<file path="src/rtl/muldiv_pkg.sv">
// Shared types and constants for the multiply/divide unit.
package muldiv_pkg;

    localparam int unsigned OP_W            = 3;
    localparam int unsigned MUL_LATENCY_MIN = 1;
    localparam int unsigned MUL_LATENCY_MAX = 8;

    typedef enum logic [OP_W-1:0] {
        OP_MULT  = 3'd0,
        OP_MULTU = 3'd1,
        OP_DIV   = 3'd2,
        OP_DIVU  = 3'd3,
        OP_MADD  = 3'd4,
        OP_MADDU = 3'd5,
        OP_MTHI  = 3'd6,
        OP_MTLO  = 3'd7
    } muldiv_op_t;

    typedef enum logic [1:0] {
        ST_IDLE = 2'd0,
        ST_MUL  = 2'd1,
        ST_DIV  = 2'd2,
        ST_FIX  = 2'd3
    } muldiv_state_t;

    // Accumulating multiplies add the product onto the existing HI/LO pair.
    function automatic logic is_acc_op(input muldiv_op_t op);
        return (op == OP_MADD) || (op == OP_MADDU);
    endfunction

    // Signed variants treat operands as two's complement.
    function automatic logic is_signed_op(input muldiv_op_t op);
        return (op == OP_MULT) || (op == OP_DIV) || (op == OP_MADD);
    endfunction

endpackage

</file>
<file path="src/rtl/muldiv_if.sv">
// Request/response bundle between execute stage and the multiply/divide unit.
interface muldiv_if #(
    parameter int unsigned WIDTH = 32
);
    logic             start_valid;
    logic             start_ready;
    logic [2:0]       op;
    logic [WIDTH-1:0] rs_val;
    logic [WIDTH-1:0] rt_val;
    logic             flush;
    logic             busy;
    logic             done;
    logic             hilo_valid;
    logic [WIDTH-1:0] hi;
    logic [WIDTH-1:0] lo;

    modport master (
        output start_valid, op, rs_val, rt_val, flush,
        input  start_ready, busy, done, hilo_valid, hi, lo
    );

    modport slave (
        input  start_valid, op, rs_val, rt_val, flush,
        output start_ready, busy, done, hilo_valid, hi, lo
    );
endinterface

</file>
<file path="src/rtl/muldiv_unit_div_iter.sv">
// Restoring divider core on unsigned magnitudes: one quotient bit per step.
module div_iter #(
    parameter int unsigned WIDTH = 32
) (
    input  logic             clk,
    input  logic             rst_n,
    input  logic             start,
    input  logic             step,
    input  logic [WIDTH-1:0] dividend,
    input  logic [WIDTH-1:0] divisor,
    output logic [WIDTH-1:0] quotient,
    output logic [WIDTH-1:0] remainder
);

    logic [WIDTH-1:0] rem_q, rem_d;
    logic [WIDTH-1:0] quo_q, quo_d;
    logic [WIDTH-1:0] dvs_q, dvs_d;
    logic [WIDTH:0]   trial;
    logic [WIDTH:0]   diff;

    // Shift next dividend bit into the partial remainder and try a subtract.
    always_comb begin
        rem_d = rem_q;
        quo_d = quo_q;
        dvs_d = dvs_q;
        trial = {rem_q, quo_q[WIDTH-1]};
        diff  = trial - {1'b0, dvs_q};
        if (start) begin
            rem_d = '0;
            quo_d = dividend;
            dvs_d = divisor;
        end else if (step) begin
            if (!diff[WIDTH]) begin
                rem_d = diff[WIDTH-1:0];
                quo_d = {quo_q[WIDTH-2:0], 1'b1};
            end else begin
                rem_d = trial[WIDTH-1:0];
                quo_d = {quo_q[WIDTH-2:0], 1'b0};
            end
        end
    end

    // Divider working registers.
    always_ff @(posedge clk or negedge rst_n) begin
        if (!rst_n) begin
            rem_q <= '0;
            quo_q <= '0;
            dvs_q <= '0;
        end else begin
            rem_q <= rem_d;
            quo_q <= quo_d;
            dvs_q <= dvs_d;
        end
    end

    assign quotient  = quo_q;
    assign remainder = rem_q;

endmodule

</file>
<file path="src/rtl/muldiv_unit.sv">
// Multi-cycle multiply/divide unit owning the HI/LO architectural registers.
module muldiv_unit
    import muldiv_pkg::*;
#(
    parameter int unsigned WIDTH       = 32,
    parameter int unsigned MUL_LATENCY = 4
) (
    input logic     clk,
    input logic     rst_n,
    muldiv_if.slave bus
);

    localparam int unsigned W2      = 2 * WIDTH;
    localparam int unsigned CNT_W   = ($clog2(WIDTH) > 3) ? $clog2(WIDTH) : 3;
    // Out-of-range latencies saturate to the supported window.
    localparam int unsigned MUL_LAT = (MUL_LATENCY < MUL_LATENCY_MIN) ? MUL_LATENCY_MIN :
                                      (MUL_LATENCY > MUL_LATENCY_MAX) ? MUL_LATENCY_MAX :
                                      MUL_LATENCY;

    muldiv_state_t    state_q, state_d;
    muldiv_op_t       op_q, op_d;
    logic [CNT_W-1:0] cnt_q, cnt_d;
    logic [W2-1:0]    prod_q, prod_d;
    logic             q_neg_q, q_neg_d;
    logic             r_neg_q, r_neg_d;
    logic [WIDTH-1:0] hi_q, hi_d;
    logic [WIDTH-1:0] lo_q, lo_d;
    logic             busy_q, busy_d;
    logic             done_q, done_d;

    muldiv_op_t       op_in;
    logic             accept;
    logic             sgn;
    logic [W2-1:0]    a_ext;
    logic [W2-1:0]    b_ext;
    logic [WIDTH-1:0] rs_mag;
    logic [WIDTH-1:0] rt_mag;
    logic             div_start;
    logic             div_step;
    logic [WIDTH-1:0] div_quo;
    logic [WIDTH-1:0] div_rem;

    assign op_in  = muldiv_op_t'(bus.op);
    assign accept = (state_q == ST_IDLE) && bus.start_valid && !bus.flush;
    assign sgn    = is_signed_op(op_in);

    // Operand conditioning: sign/zero extension for multiply, magnitudes for divide.
    always_comb begin
        a_ext  = sgn ? {{WIDTH{bus.rs_val[WIDTH-1]}}, bus.rs_val} : {{WIDTH{1'b0}}, bus.rs_val};
        b_ext  = sgn ? {{WIDTH{bus.rt_val[WIDTH-1]}}, bus.rt_val} : {{WIDTH{1'b0}}, bus.rt_val};
        rs_mag = (sgn && bus.rs_val[WIDTH-1]) ? (~bus.rs_val) + WIDTH'(1) : bus.rs_val;
        rt_mag = (sgn && bus.rt_val[WIDTH-1]) ? (~bus.rt_val) + WIDTH'(1) : bus.rt_val;
    end

    div_iter #(
        .WIDTH (WIDTH)
    ) u_div_iter (
        .clk       (clk),
        .rst_n     (rst_n),
        .start     (div_start),
        .step      (div_step),
        .dividend  (rs_mag),
        .divisor   (rt_mag),
        .quotient  (div_quo),
        .remainder (div_rem)
    );

    // Next-state, datapath and output decode.
    always_comb begin
        state_d   = state_q;
        op_d      = op_q;
        cnt_d     = cnt_q;
        prod_d    = prod_q;
        q_neg_d   = q_neg_q;
        r_neg_d   = r_neg_q;
        hi_d      = hi_q;
        lo_d      = lo_q;
        done_d    = 1'b0;
        div_start = 1'b0;
        div_step  = 1'b0;

        case (state_q)
            ST_IDLE: begin
                if (accept) begin
                    op_d = op_in;
                    case (op_in)
                        OP_MULT, OP_MULTU, OP_MADD, OP_MADDU: begin
                            prod_d  = a_ext * b_ext;
                            cnt_d   = CNT_W'(MUL_LAT - 1);
                            state_d = ST_MUL;
                        end
                        OP_DIV, OP_DIVU: begin
                            if (bus.rt_val == '0) begin
                                // Divide by zero resolves immediately without a busy phase.
                                hi_d   = bus.rs_val;
                                lo_d   = {WIDTH{1'b1}};
                                done_d = 1'b1;
                            end else begin
                                div_start = 1'b1;
                                cnt_d     = CNT_W'(WIDTH - 1);
                                q_neg_d   = sgn && (bus.rs_val[WIDTH-1] ^ bus.rt_val[WIDTH-1]);
                                r_neg_d   = sgn && bus.rs_val[WIDTH-1];
                                state_d   = ST_DIV;
                            end
                        end
                        OP_MTHI: begin
                            hi_d   = bus.rs_val;
                            done_d = 1'b1;
                        end
                        OP_MTLO: begin
                            lo_d   = bus.rs_val;
                            done_d = 1'b1;
                        end
                        default: ;
                    endcase
                end
            end

            ST_MUL: begin
                if (bus.flush) begin
                    state_d = ST_IDLE;
                end else if (cnt_q == '0) begin
                    if (is_acc_op(op_q)) begin
                        {hi_d, lo_d} = {hi_q, lo_q} + prod_q;
                    end else begin
                        {hi_d, lo_d} = prod_q;
                    end
                    done_d  = 1'b1;
                    state_d = ST_IDLE;
                end else begin
                    cnt_d = cnt_q - CNT_W'(1);
                end
            end

            ST_DIV: begin
                if (bus.flush) begin
                    state_d = ST_IDLE;
                end else begin
                    div_step = 1'b1;
                    if (cnt_q == '0) begin
                        state_d = ST_FIX;
                    end else begin
                        cnt_d = cnt_q - CNT_W'(1);
                    end
                end
            end

            ST_FIX: begin
                // Most-negative / -1 falls out naturally: the magnitude wraps back to itself.
                if (bus.flush) begin
                    state_d = ST_IDLE;
                end else begin
                    lo_d    = q_neg_q ? (~div_quo) + WIDTH'(1) : div_quo;
                    hi_d    = r_neg_q ? (~div_rem) + WIDTH'(1) : div_rem;
                    done_d  = 1'b1;
                    state_d = ST_IDLE;
                end
            end

            default: state_d = ST_IDLE;
        endcase

        busy_d = (state_d != ST_IDLE);
    end

    // State, datapath and output registers.
    always_ff @(posedge clk or negedge rst_n) begin
        if (!rst_n) begin
            state_q <= ST_IDLE;
            op_q    <= OP_MULT;
            cnt_q   <= '0;
            prod_q  <= '0;
            q_neg_q <= 1'b0;
            r_neg_q <= 1'b0;
            hi_q    <= '0;
            lo_q    <= '0;
            busy_q  <= 1'b0;
            done_q  <= 1'b0;
        end else begin
            state_q <= state_d;
            op_q    <= op_d;
            cnt_q   <= cnt_d;
            prod_q  <= prod_d;
            q_neg_q <= q_neg_d;
            r_neg_q <= r_neg_d;
            hi_q    <= hi_d;
            lo_q    <= lo_d;
            busy_q  <= busy_d;
            done_q  <= done_d;
        end
    end

    assign bus.start_ready = ~busy_q;
    assign bus.busy        = busy_q;
    assign bus.hilo_valid  = ~busy_q;
    assign bus.done        = done_q;
    assign bus.hi          = hi_q;
    assign bus.lo          = lo_q;

endmodule
</file>
<file path="src/flat_wrapper.sv">
// flat-port wrapper written by rule: the top's interface ports become plain ports
module muldiv_unit_flat import muldiv_pkg::*;
#(
    parameter int unsigned WIDTH       = 32,
    parameter int unsigned MUL_LATENCY = 4
)
  (clk, rst_n, bus_start_valid, bus_op, bus_rs_val, bus_rt_val, bus_flush, bus_start_ready, bus_busy, bus_done, bus_hilo_valid, bus_hi, bus_lo);
  muldiv_if #(.WIDTH(WIDTH)) bus_i ();
  input logic clk;
  input logic rst_n;
  input wire logic [$bits(bus_i.start_valid)-1:0] bus_start_valid;
  input wire logic [$bits(bus_i.op)-1:0] bus_op;
  input wire logic [$bits(bus_i.rs_val)-1:0] bus_rs_val;
  input wire logic [$bits(bus_i.rt_val)-1:0] bus_rt_val;
  input wire logic [$bits(bus_i.flush)-1:0] bus_flush;
  output wire logic [$bits(bus_i.start_ready)-1:0] bus_start_ready;
  output wire logic [$bits(bus_i.busy)-1:0] bus_busy;
  output wire logic [$bits(bus_i.done)-1:0] bus_done;
  output wire logic [$bits(bus_i.hilo_valid)-1:0] bus_hilo_valid;
  output wire logic [$bits(bus_i.hi)-1:0] bus_hi;
  output wire logic [$bits(bus_i.lo)-1:0] bus_lo;
  assign bus_i.start_valid = bus_start_valid;
  assign bus_i.op = bus_op;
  assign bus_i.rs_val = bus_rs_val;
  assign bus_i.rt_val = bus_rt_val;
  assign bus_i.flush = bus_flush;
  assign bus_start_ready = bus_i.start_ready;
  assign bus_busy = bus_i.busy;
  assign bus_done = bus_i.done;
  assign bus_hilo_valid = bus_i.hilo_valid;
  assign bus_hi = bus_i.hi;
  assign bus_lo = bus_i.lo;
  muldiv_unit #(.WIDTH(WIDTH), .MUL_LATENCY(MUL_LATENCY)) u_core (.clk(clk), .rst_n(rst_n), .bus(bus_i));
endmodule
</file>
<file path="config.mk">
export PLATFORM = sky130hd
export DESIGN_NAME = muldiv_unit_flat
export DESIGN_NICKNAME = d
export VERILOG_FILES = /design/src/rtl/muldiv_pkg.sv /design/src/rtl/muldiv_if.sv /design/src/rtl/muldiv_unit_div_iter.sv /design/src/rtl/muldiv_unit.sv /design/src/flat_wrapper.sv
export SDC_FILE = /design/constraint.sdc
export NUM_CORES = 2
export LEC_CHECK = 0
export BUFFER_PORTS_ARGS = -buffer_cell sky130_fd_sc_hd__buf_2
export CAP_MARGIN = 20
export CORE_MARGIN = 8
export CORE_UTILIZATION = 65
export DETAILED_ROUTE_END_ITERATION = 10
export PLACE_DENSITY = 0.85
export SYNTH_ARGS = -nofsm -noshare
export SYNTH_HDL_FRONTEND = slang
export SYNTH_HIERARCHICAL = 1
export SYNTH_SLANG_ARGS = --single-unit
</file>
<file path="constraint.sdc">
create_clock -name clk -period 5.1 [get_ports clk]
set_clock_uncertainty 0.15 [all_clocks]
set_input_delay 0.255 -clock clk [delete_from_list [all_inputs] [get_ports clk]]
set_output_delay 0.255 -clock clk [all_outputs]
set_load 0.05 [all_outputs]
</file>
After elaboration in Yosys (flattened, before gate mapping)
Index checks and enable logic that the tools add are counted.
{ "totals": {"regBits": 238, "elab_cells": 132} }
{ "op_classes": {"add_sub_neg": 7, "mul": 1, "n_eq_ne": 23, "n_mux": 54, "bitwise": 7, "n_reduce_logical": 27} }
{ "op_table": {"columns": ["op", "count"], "rows": [
  ["two-way mux 32 bit", 21],
  ["case mux 32 bit (3 select lines)", 2],
  ["adder 32 x 1 -> 32 bit, second input constant", 4],
  ["two-way mux 64 bit", 2],
  ["inverter 32 bit", 4],
  ["case mux 32 bit (2 select lines)", 2],
  ["adder 64 bit", 1],
  ["multiplier 64 x 64 -> 64 bit", 1],
  ["subtractor 33 x 32 -> 33 bit", 1],
  ["zero test 32 bit", 1],
  ["two-way mux 5 bit", 4],
  ["case mux 5 bit (2 select lines)", 2],
  ["== test 3 bit, second input constant", 6],
  ["inequality test 3 bit, second input constant", 5],
  ["AND reduction 7 bit", 2],
  ["two-way mux 2 bit", 6],
  ["two-way mux 1 bit", 11],
  ["inequality test 2 bit, second input constant", 4],
  ["case mux 2 bit (4 select lines)", 1],
  ["== test 3 x 2 -> 1 bit, second input constant", 2],
  ["AND reduction 6 bit", 1],
  ["nonzero test 2 bit", 3],
  ["OR reduction 2 bit", 3],
  ["logical AND 1 bit", 5],
  ["other kinds (20)", 25]
]} }

Depth between registers and ports, before layout
{ "depth": {"word_depth": 6, "ltp_mapped": 38, "mapped_depth_nobuf": 35} }

By module
Netlist, hierarchy kept.
{ "modules_own_cells": {"columns": ["module", "n_inst", "cells_per_inst", "area_each_um2", "seq_area_each_um2"], "rows": [
  ["muldiv_unit", 1, 6933, 60854.6, 3528.4],
  ["div_iter", 1, 734, 6214.7, 2402.3]
]} }

Worst setup path before layout
OpenSTA, ideal clock, no wires.
{ "synth_timing": {"path_type": "input to register", "start": "input bus_op[1]", "end": "register u_core.prod_q[57]", "setup_ps": 69, "arrival_time_ps": 9342, "required_ps": 4881, "setup_slack_ps": -4460, "stages": 29, "path_buffers": 4, "cell_sequence": "clkbuf_1 > a21oi_1 > and2_1 > clkbuf_1 > clkbuf_1 > buf_1 > nand2_1 > fa_1 > inv_1 > fa_1 > fa_1 > inv_1 > fa_1 > fa_1 > inv_1 > fa_1 > fa_1 > fa_1 > fa_1 > inv_1 > fa_1 > inv_1 > ha_1 > nand2_1 > or4_1 > o31ai_1 > o21ai_0 > or4_1 > nand3_1"} }
{ "synth_between": {"elab_chain_cells": 5} }
{ "synth_lines": {"columns": ["element", "line", "source"], "rows": [
  ["start, declared", "flat_wrapper.sv:12", "input wire logic [$bits(bus_i.op)-1:0] bus_op;"],
  ["== test 3 x 2 -> 1 bit / zero test 3 bit (equally long branches)", "muldiv_pkg.sv:33, muldiv_unit.sv:86", null],
  ["logical OR 1 bit (2 in a row)", "muldiv_pkg.sv:33", "return (op == OP_MULT) || (op == OP_DIV) || (op == OP_MADD);"],
  ["two-way mux 64 bit, on equally long branches", "muldiv_unit.sv:49, muldiv_unit.sv:50", null],
  ["multiplier 64 x 64 -> 64 bit", "muldiv_unit.sv:88", "prod_d = a_ext * b_ext;"],
  ["end signal, assigned", "muldiv_unit.sv:183", "prod_q <= prod_d;"],
  ["end, declared", "muldiv_unit.sv:23", "logic [W2-1:0] prod_q, prod_d;"]
]} }
Several ways; a longest one is shown, not always the timed one.
A chain may end at the register's enable or synchronous reset.

Worst setup path after layout
{ "layout_timing": {"start": "input bus_op[1]", "end": "register u_core.prod_q[46]"} }
The elaborated chain is that of the path after synthesis.

==> results.sh <==
export IMPL_synth_cell_types=79
export IMPL_syn2layout_area_growth_pct=18.88
export IMPL_hp_class="in2reg"
export IMPL_insertion_delay_ns=0.58
export IMPL_wire_per_inst_um=26.04
export IMPL_grt_max_degree=112
export IMPL_synth_seq_area_share=0.08843
export IMPL_grt_overflow_total=0
export IMPL_worst_slack_ns=-3.426
export IMPL_antenna_found_initial=18
export IMPL_final_layout_size_suffix_gt1_frac=0.1883
export IMPL_dp_hpwl_mm=200.6
export IMPL_crit_slowest_cell="fa_1"
export IMPL_firstDrtPassIters=11
export IMPL_cts_num_sinks=237
export IMPL_cts_max_path_buffers=3
export IMPL_syn_nets=9574
export IMPL_end_kind="flip-flop"
export IMPL_fillers=6291
export IMPL_cts_buffers_inserted=27
export IMPL_route_detailed_drc=2
export IMPL_worstHoldStart="bus_start_valid"
export IMPL_reg2reg_from="u_core/u_div_iter/remainder[22]"
export IMPL_arrival_ns=8.79
export IMPL_rsz0062_at_grt="true"
export IMPL_postRouteAntennaNets=0
export IMPL_worstMarginPinSlew_ns=1.197
export IMPL_grt_pass1_vias=64588
export IMPL_max_slew_margin=0.2023
export IMPL_path_class="in2reg"
export IMPL_finalHoldViolCount=0
export IMPL_ys_flop_type="dfrtp_1"
export IMPL_die_x_um=337.2
export IMPL_cpMostUsedCell="fa_1"
export IMPL_cpPeakStageDelay_ns=0.62
export IMPL_nNetsFinal=10195
export IMPL_dieArea_mm2=0.1137
export IMPL_synth_async_reset_ratio=1.000
export IMPL_start_util=0.6518
export IMPL_synth_seq_cells=237
export IMPL_finalSetupTns_ns=-145.15
export IMPL_num_vias=60975
export IMPL_synth_area_per_cell_um2=8.748
export IMPL_drt_wl_total_mm=252.4
export IMPL_yosysWarnings=6
export IMPL_fin_crit_ns=8.526
export IMPL_clk_pin_slew_worst_paths_ns=0.06
export IMPL_reg2reg_slack_ns=0.67
export IMPL_io_buffers=138
export IMPL_start_kind="primary input"
export IMPL_grt_pass1_wl_mm=368.2
export IMPL_cp_max_fo=8
export IMPL_pin_count=139
export IMPL_setup_violations=56
export IMPL_maxCapViolCount=0
export IMPL_most_common_layout_cells="inv_1 (1,601), fa_1 (1,351), nand2_1 (1,090)"
export IMPL_rows=118
export IMPL_coreArea_mm2=0.1029
export IMPL_slew_viol_final=0
export IMPL_fmax_mhz=117.3
export IMPL_crit_required_ns=5.37
export IMPL_cts_max_level=1
export IMPL_synth_edf_count=0
export IMPL_track_usage=0.4247
export IMPL_syn_area_mm2=0.06707
export IMPL_violations="design-rule violations, negative setup slack"
export IMPL_crit_start="bus_op[1]"
export IMPL_netlist_instances=7667
export IMPL_cts_root_buffer="clkbuf_16"
export IMPL_fin_crit_sh=1.672
export IMPL_drt_iter0_drc=7116
export IMPL_routabilityCongestion=1.031
export IMPL_cts_tree="done"
export IMPL_layout_commonest_cell="inv_1"
export IMPL_outcome="finished, violations left"
export IMPL_fp_dieH_um=337.2
export IMPL_post_drt_via_cell_ratio=6.290
kinds of logic after synthesis:
logic type               after synthesis  share of synthesized area
buffers and inverters               2134                     0.1200
XOR/XNOR                             299                    0.03905
flip-flops                           237                    0.08843
AO/OA/AOI/OAI                       1092                     0.1048
AND/OR/NAND/NOR                     2017                     0.1384
adder cells (fa/ha/maj)             1838                     0.5018
multiplexers                          50                   0.007555
worst paths after layout:
path	endpoint	cells after the start
worst max-delay path	u_core/prod_q[46]	31
worst min-delay path	u_core/op_q[1]	5
worst max register to register	u_core/u_div_iter/remainder[8]	9
worst min register to register	u_core/op_q[1]	2
max in group asynchronous	u_core/prod_q[6]	3
min in group asynchronous	u_core/u_div_iter/dvs_q[9]	2
per-layer routing:
layer,GRT usage,part of all wire
met1,0.4884,0.32
met2,0.6865,0.45
met5,0,0.000087
met3,0.1163,0.13
met4,0.3039,0.10
cell type report:
| type | instances | area, µm² | area share |
|---|---|---|---|
| clock buffer | 37 | 793.3 | 0.009949 |
| multi-input combinational | 5296 | 55600 | 0.6973 |
| clock inverter | 11 | 141.4 | 0.001773 |
| tap | 1380 | 1727 | 0.02166 |
| antenna | 7 | 17.52 | 0.0002197 |
| timing repair buffer | 1041 | 9180 | 0.1151 |
| inverter | 1685 | 6342 | 0.07954 |
| sequential | 237 | 5931 | 0.07438 |
Yosys cell counts (all sizes together) (26+ instances only):
master	instances	area share
o21ai	342	0.026
xnor2	220	0.029
a311oi	26	0.0034
dfrtp	237	0.088
a21oi	246	0.018
clkbuf	390	0.022
a21o	108	0.012
and3	47	0.0044
a221o	33	0.0049
or3	27	0.0025
fa	1420	0.42
xor2	79	0.010
a31oi	38	0.0038
o31ai	48	0.0054
o21bai	29	0.0032
nand4	53	0.0049
nor2	199	0.011
o21a	36	0.0040
nor3	53	0.0041
buf	59	0.0038
inv	1684	0.094
ha	416	0.078
nand2	1122	0.063
mux2i	45	0.0067
nand3	68	0.0051
and2	342	0.032
metrics by stage:
stage	util	std cells	setup slack, ns	hold slack, ns	cell area [µm²]
2_1_floorplan	-	7667	-3.571	-0.1906	68830
3_3_place_gp	0.7310	9548	-3.950	0.2306	75230
3_5_place_dp	0.7310	9548	-4.152	0.2468	75230
4_1_cts	0.7567	9636	-3.154	0.0002051	77870
5_1_grt	0.7747	9688	-3.553	0.05306	79720
6_report	0.7748	9694	-3.426	0.01855	79730
state kept, by name, indices dropped and copies added (netlist names):
name                         cells
u_core/state_q                   2
u_core/u_div_iter/quotient      32
u_core/bus.lo                   32
u_core/r_neg_q                   1
u_core/u_div_iter/dvs_q         32
u_core/bus.hi                   32
u_core/cnt_q                     5
u_core/bus.busy                  1
u_core/u_div_iter/remainder     32
u_core/bus.done                  1
u_core/prod_q                   64
u_core/op_q                      2
u_core/q_neg_q                   1
worst max-delay path, delay by kind of cell:
| family | cells | cell delay [ns] |
|---|---|---|
| compound gates | 7 | 1.31 |
| xor+xnor | 1 | 0.38 |
| simple gates | 3 | 0.43 |
| buf+inv | 9 | 0.99 |
| fa+ha+maj | 11 | 5.37 |
timing repair:
item | CTS | global route
pin swaps | 171 | 188
setup endpoints to repair | 57 | 57
hold buffers | 5 | 0
gates cloned | 0 | 1
buffers inserted | 36 | 56
endpoints found under the hold margin | 112 | 0
gates resized for setup | 347 | 341
Power is left out: the tool's default activity adds up to more than one toggle a clock period on the data nets, which glitch-free logic cannot reach.
